<file path="src/rtl/debug_prog_loader.sv">
// debug_prog_loader: UART byte stream -> LOAD_PROG decode -> instruction-memory writes with ACK/NAK reply.
// Optional macro CHECKSUM_EN adds a trailing XOR checksum byte check (CHK state).
`default_nettype none

module debug_prog_loader #(
  parameter int         INST_SZ        = 32,
  parameter int         PC             = 32,
  parameter int         SZ_BYTES       = 1,
  parameter int         MEM_DEPTH      = 32,
  parameter int         BIG_ENDIAN     = 0,
  parameter int         TIMEOUT_CYCLES = 1000000,
  parameter logic [7:0] CMD_LOAD       = 8'hFE,
  parameter logic [7:0] ACK_BYTE       = 8'hAC,
  parameter logic [7:0] NAK_BYTE       = 8'hEE
) (
  input  logic                  i_clk,
  input  logic                  i_reset,
  input  logic                  i_rx_empty,
  input  logic [7:0]            i_rx_data,
  output logic                  o_rd_uart,
  input  logic                  i_tx_full,
  output logic                  o_wr_uart,
  output logic [7:0]            o_w_data,
  output logic [INST_SZ-1:0]    o_instruction,
  output logic                  o_mem_w,
  output logic [PC-1:0]         o_program_mem_addr,
  output logic [8*SZ_BYTES-1:0] o_prog_sz,
  output logic                  o_load_done,
  output logic                  o_error,
  output logic [2:0]            o_state
);

  localparam int SZW = 8 * SZ_BYTES;
  localparam int WB  = INST_SZ / 8;

  typedef enum logic [2:0] {
    IDLE  = 3'd0,
    SIZE  = 3'd1,
    DATA  = 3'd2,
    WRITE = 3'd3,
    CHK   = 3'd4,
    RESP  = 3'd5
  } state_t;

  state_t               state;
  logic [3:0]           byte_cnt;
  logic [31:0]          tmo_cnt;
  logic [INST_SZ-1:0]   shreg;
  logic                 resp_ack;
`ifdef CHECKSUM_EN
  logic [7:0]           csum;
`endif

  logic                 pop;
  logic                 counting;
  logic                 timeout_hit;
  logic                 last_word;
  logic [SZW-1:0]       sz_next;
  logic [INST_SZ-1:0]   word_next;

  assign counting  = (state == SIZE) || (state == DATA) || (state == CHK);
  assign o_rd_uart = !i_reset && !i_rx_empty && (counting || state == IDLE);
  assign pop       = o_rd_uart;
  assign o_state   = state;

  // Size field arrives LSB first: shift in from the top so the first byte lands in bits [7:0].
  assign sz_next   = SZW'({i_rx_data, o_prog_sz} >> 8);
  assign word_next = (BIG_ENDIAN != 0) ? INST_SZ'({shreg, i_rx_data})
                                       : INST_SZ'({i_rx_data, shreg} >> 8);

  assign timeout_hit = (TIMEOUT_CYCLES != 0) && counting && !pop &&
                       (tmo_cnt == 32'(TIMEOUT_CYCLES - 1));
  assign last_word   = (64'(o_program_mem_addr) + 64'd1) == 64'(o_prog_sz);

  always_ff @(posedge i_clk) begin
    if (i_reset) begin
      state              <= IDLE;
      byte_cnt           <= '0;
      tmo_cnt            <= '0;
      shreg              <= '0;
      resp_ack           <= 1'b0;
      o_wr_uart          <= 1'b0;
      o_w_data           <= '0;
      o_instruction      <= '0;
      o_mem_w            <= 1'b0;
      o_program_mem_addr <= '0;
      o_prog_sz          <= '0;
      o_load_done        <= 1'b0;
      o_error            <= 1'b0;
`ifdef CHECKSUM_EN
      csum               <= '0;
`endif
    end else begin
      o_mem_w   <= 1'b0;
      o_wr_uart <= 1'b0;
      if (pop || !counting) tmo_cnt <= '0;
      else                  tmo_cnt <= tmo_cnt + 32'd1;

      case (state)
        IDLE: begin
          if (pop && i_rx_data == CMD_LOAD) begin
            o_load_done        <= 1'b0;
            o_error            <= 1'b0;
            byte_cnt           <= '0;
            o_program_mem_addr <= '0;
            o_prog_sz          <= '0;
`ifdef CHECKSUM_EN
            csum               <= '0;
`endif
            state              <= SIZE;
          end
        end
        SIZE: begin
          if (timeout_hit) begin
            resp_ack <= 1'b0;
            state    <= RESP;
          end else if (pop) begin
            o_prog_sz <= sz_next;
            if (byte_cnt == 4'(SZ_BYTES - 1)) begin
              byte_cnt <= '0;
              if (sz_next == '0) begin
                resp_ack <= 1'b1;
                state    <= RESP;
              end else if (33'(sz_next) > 33'(MEM_DEPTH)) begin
                resp_ack <= 1'b0;
                state    <= RESP;
              end else begin
                state    <= DATA;
              end
            end else begin
              byte_cnt <= byte_cnt + 4'd1;
            end
          end
        end
        DATA: begin
          if (timeout_hit) begin
            resp_ack <= 1'b0;
            state    <= RESP;
          end else if (pop) begin
            shreg <= word_next;
`ifdef CHECKSUM_EN
            csum  <= csum ^ i_rx_data;
`endif
            if (byte_cnt == 4'(WB - 1)) begin
              byte_cnt      <= '0;
              o_instruction <= word_next;
              o_mem_w       <= 1'b1;
              state         <= WRITE;
            end else begin
              byte_cnt <= byte_cnt + 4'd1;
            end
          end
        end
        WRITE: begin
          o_program_mem_addr <= o_program_mem_addr + PC'(1);
          if (last_word) begin
`ifdef CHECKSUM_EN
            state    <= CHK;
`else
            resp_ack <= 1'b1;
            state    <= RESP;
`endif
          end else begin
            state <= DATA;
          end
        end
        CHK: begin
`ifdef CHECKSUM_EN
          if (timeout_hit) begin
            resp_ack <= 1'b0;
            state    <= RESP;
          end else if (pop) begin
            resp_ack <= (i_rx_data == csum);
            state    <= RESP;
          end
`else
          state <= IDLE;
`endif
        end
        RESP: begin
          if (!i_tx_full) begin
            o_wr_uart   <= 1'b1;
            o_w_data    <= resp_ack ? ACK_BYTE : NAK_BYTE;
            o_load_done <= resp_ack;
            o_error     <= !resp_ack;
            state       <= IDLE;
          end
        end
        default: state <= IDLE;
      endcase
    end
  end

endmodule

`default_nettype wire
</file>
<file path="config.mk">
export PLATFORM = sky130hd
export DESIGN_NAME = debug_prog_loader
export DESIGN_NICKNAME = d
export VERILOG_FILES = /design/src/rtl/debug_prog_loader.sv
export SDC_FILE = /design/constraint.sdc
export NUM_CORES = 1
export LEC_CHECK = 0
export CORE_MARGIN = 1.5
export CORE_UTILIZATION = 45
export DETAILED_ROUTE_END_ITERATION = 10
export HOLD_SLACK_MARGIN = 0.02
export PLACE_DENSITY = 0.72
export SLEW_MARGIN = 30
export SYNTH_ARGS = -nofsm -noshare
export SYNTH_HDL_FRONTEND = slang
export SYNTH_SLANG_ARGS = --single-unit
</file>
<file path="constraint.sdc">
create_clock -name i_clk -period 3.7 [get_ports i_clk]
set_input_delay 0.925 -clock i_clk [delete_from_list [all_inputs] [get_ports i_clk]]
set_output_delay 0.925 -clock i_clk [all_outputs]
set_load 0.02 [all_outputs]
</file>
==> results of run 1 <==
==> registers in the layout, summed over array words and instances (netlist names), 2 cells and up <==
name and cells:
o_w_data 2, o_instruction 32, o_program_mem_addr 32, byte_cnt 4, o_prog_sz 8, o_state 3
shreg 24, tmo_cnt 32
==> power by group <==
group / internal (µW) / switching [µW] / total [µW]
Combinational: 49.4 / 84.8 / 134
Sequential: 1530 / 11.0 / 1540
Clock: 1090 / 706 / 1800
Total: 2670 / 802 / 3480
==> synthesized netlist by cell type, types with 6 or more instances <==
library cell,n,area share (%)
a21oi_1,80,5.7
a311oi_1,7,0.87
a31oi_1,12,1.1
and2_1,10,0.89
and3_1,20,1.8
and4_1,7,0.87
buf_2,11,0.78
buf_4,6,0.64
clkbuf_1,49,2.6
dfxtp_1,142,40
inv_1,11,0.59
mux2i_1,6,0.86
nand2_1,142,7.6
nand2b_1,30,2.7
nand3_1,38,2.7
nand4_1,22,2.0
nor2_1,100,5.3
nor3_1,21,1.5
nor4_1,17,1.5
o21ai_0,52,3.7
or3_1,16,1.4
xnor2_1,23,2.9
xor2_1,24,3.0
==> layout make-up <==
class,instances,area (µm²),area share [%]
clock buffers,18,439,5.06
well taps,188,235,2.71
inverters,11,41.3,0.475
repair buffers,115,1100,12.7
clock inverters,13,180,2.07
flip-flops and latches,142,2840,32.7
multi-input cells,691,3840,44.2
==> metrics by stage <==
stage	hold WS [ns]	power, µW	std cells	utilization [%]
final	0.449	3480	1178	57.1
after global routing	0.472	3590	1178	57.1
after CTS	0.450	3500	1178	57.1
after detailed placement	0.445	1710	1147	53.1
after global placement	0.431	1710	1147	53.1
after floorplan	0.418	1660	915	-
==> critical path: cells and delay by family <==
kind / cells / cell delay [ns]
simple gates: 2 / 0.48
buf+inv: 2 / 1.10
==> routing by layer <==
metal / vias up / global-route usage (%)
met2: 204 / 34.7
met5: - / 0
met3: 27 / 5.51
met4: 0 / 8.53
met1: 3118 / 29.9
li1: 3313 / -
==> cells by family after synthesis <==
group / after synthesis
buffers and inverters: 82
multiplexers: 7
AO/OA/AOI/OAI: 181
other: 1
XOR/XNOR: 47
flip-flops: 142
AND/OR/NAND/NOR: 449
adder cells (fa/ha/maj): 5
==> final timing paths <==
| kind | end | slack, ns | depth (start not counted) |
|---|---|---|---|
| worst min register to register | tmo_cnt[0] | 0.45 | 1 |
| worst max register to register | resp_ack | 0.48 | 9 |
| worst max-delay path | o_rd_uart | 0.27 | 4 |
| worst min-delay path | tmo_cnt[0] | 0.45 | 1 |
==> summary.md, run 1 <==
| Metric | Value |
|---|---|
| Top layer in use | met4 |
| Post-synth EDFFs | 0 |
| PD cells | 400 mW/mm² |
| Wire per inst | 15.0 µm |
| DR vias/cell | 5.66 |
| Crit path kind | in2out |
| Fin. Hold Viols | 0 |
| Post-Syn Area | 0.00702 mm² |
| Die Area | 0.0164 mm² |
| H-tree levels | 4 |
| Cell area after placement | 0.00807 mm² |
| I/O Buffers | 97 |
| Die Y-Extent | 128 µm |
| RSZ-0062 raised after global routing | no |
| Gr ovfl total | 0 |
| Cts repair resizes | 0 |
| Crit path launch | i_rx_empty |
| Pre-antenna DRT Iters | 5 |
| Drt drc | 0 |
| Placeable Area | 0.0152 mm² |
| First-pass GRT wire length | 29400 µm |
| CTS tree | yes |
| Syn avg cell area | 7.68 µm² |
| Layout area overhead | 23.7% |
| Simple-Gate Fraction of Synth Area | 31.7% |
| CP endpoint kind | output pin |
| Vias in the first global route | 5921 |
| Reg2reg start | o_program_mem_addr[1] |
| Max-slew violations | 0 |
| Gr usage total | 22.3% |
| Maximum number of pins on one net before global-route repair | 63 |
| Fin area | 0.00868 mm² |
| Number of synthesized register bits | 142 |
| Worst slew pin tran | 0.670 ns |
| Crit path top cell by count | clkdlybuf4s50_1 |
| Std-Cell Rows | 45 |
| Final worst-path cycle share | 92.8% |
| Post-DP HPWL | 11900 µm |
| CTS buffer count | 17 |
| NumNets Final | 994 |
| Mux contribution to synthesized area | 1.02% |
| Peak VDD IR | 0.316 mV |
| Status | complete, no violations |
| Diodes inserted | 0 |
| Arrival time worst endpoint | 2.51 ns |
| Final worst slack | 0.267 ns |
| TritonCTS Sinks | 142 |
| Initial Util | 46.2% |
| Post-route ant nets | 0 |
| WL met2 | 8130 µm |
| DR WL met3 | 1030 µm |
| FMAX | 291 MHz |
| Final Setup Violations | 0 |
| Die span in x | 128 µm |
| Slowest CP cell | clkdlybuf4s50_1 |
| Total negative slack | 0 ns |
| Max Cap Violations | 0 |
| Iter 0 DRT Violations | 471 |
| Share of cells above drive strength 1 | 6.36% |
| Fraction of registers with async set or reset after synthesis | 0% |
| CP required | 2.77 ns |
| Initial antenna violation count | 0 |
| Most frequent cells in the layout | nand2_1 (142), dfxtp_1 (142), nor2_1 (100), clkdlybuf4s50_1 (96), a21oi_1 (80) |
| Main combinational cell family by area after synthesis | simple AND/OR/NAND/NOR gates |
| Crit path max fanout | 5 |
| Post-Place Worst Slack | 0.219 ns |
| Clock latency on the worst-skew pair | 0.43 ns |
| Synth Flop Type | dfxtp_1 |
| Clock Skews | 0.0121 ns |
| HP Start | tmo_cnt[0] |
| Final WL | 17700 µm |
| CTS clk-pin slew, worst paths | 0.06 ns |
| Cts hold-fix bufs | 0 |
| GP Congestion | 0.888 |
| Wl on met1 | 8200 µm |
| Post-synthesis adder-cell area fraction | 0.855% |
| Slew headroom | 55.4% |
| Crit start category | input port |
| Post-synth cell types | 58 |
| Synth warnings | 0 |
| Static leakage | 0.00287 µW |
| Worst path cell trace | clkdlybuf4s50_1, or2_2, nor2_1, clkdlybuf4s50_1 |
| CP peak stage delay | 0.65 ns |
| Fin crit period | 3.43 ns |
| Post-synthesis sequential area ratio | 40.5% |
| Mapped Cells | 914 |
| XOR/XNOR share of the synthesized area | 5.86% |
| Hold crit path type | reg2reg |
| Via count | 6662 |
| Postcts setup bufs | 0 |
| Clock Path Buffers | 2 |
| Compound-Gate Fraction of Synth Area | 15.1% |
| # fillers | 1409 |
| Clk root buf | clkbuf_16 |
| IO Pins | 100 |
Note: power is estimated with default switching activity, not from simulation.
==> inputs of run 2 (changes only) <==
Settings changed: CTS_CLUSTER_DIAMETER set to 30.
==> results of run 2 <==
Final layout, timing and power as in run 1 (identical DEF).
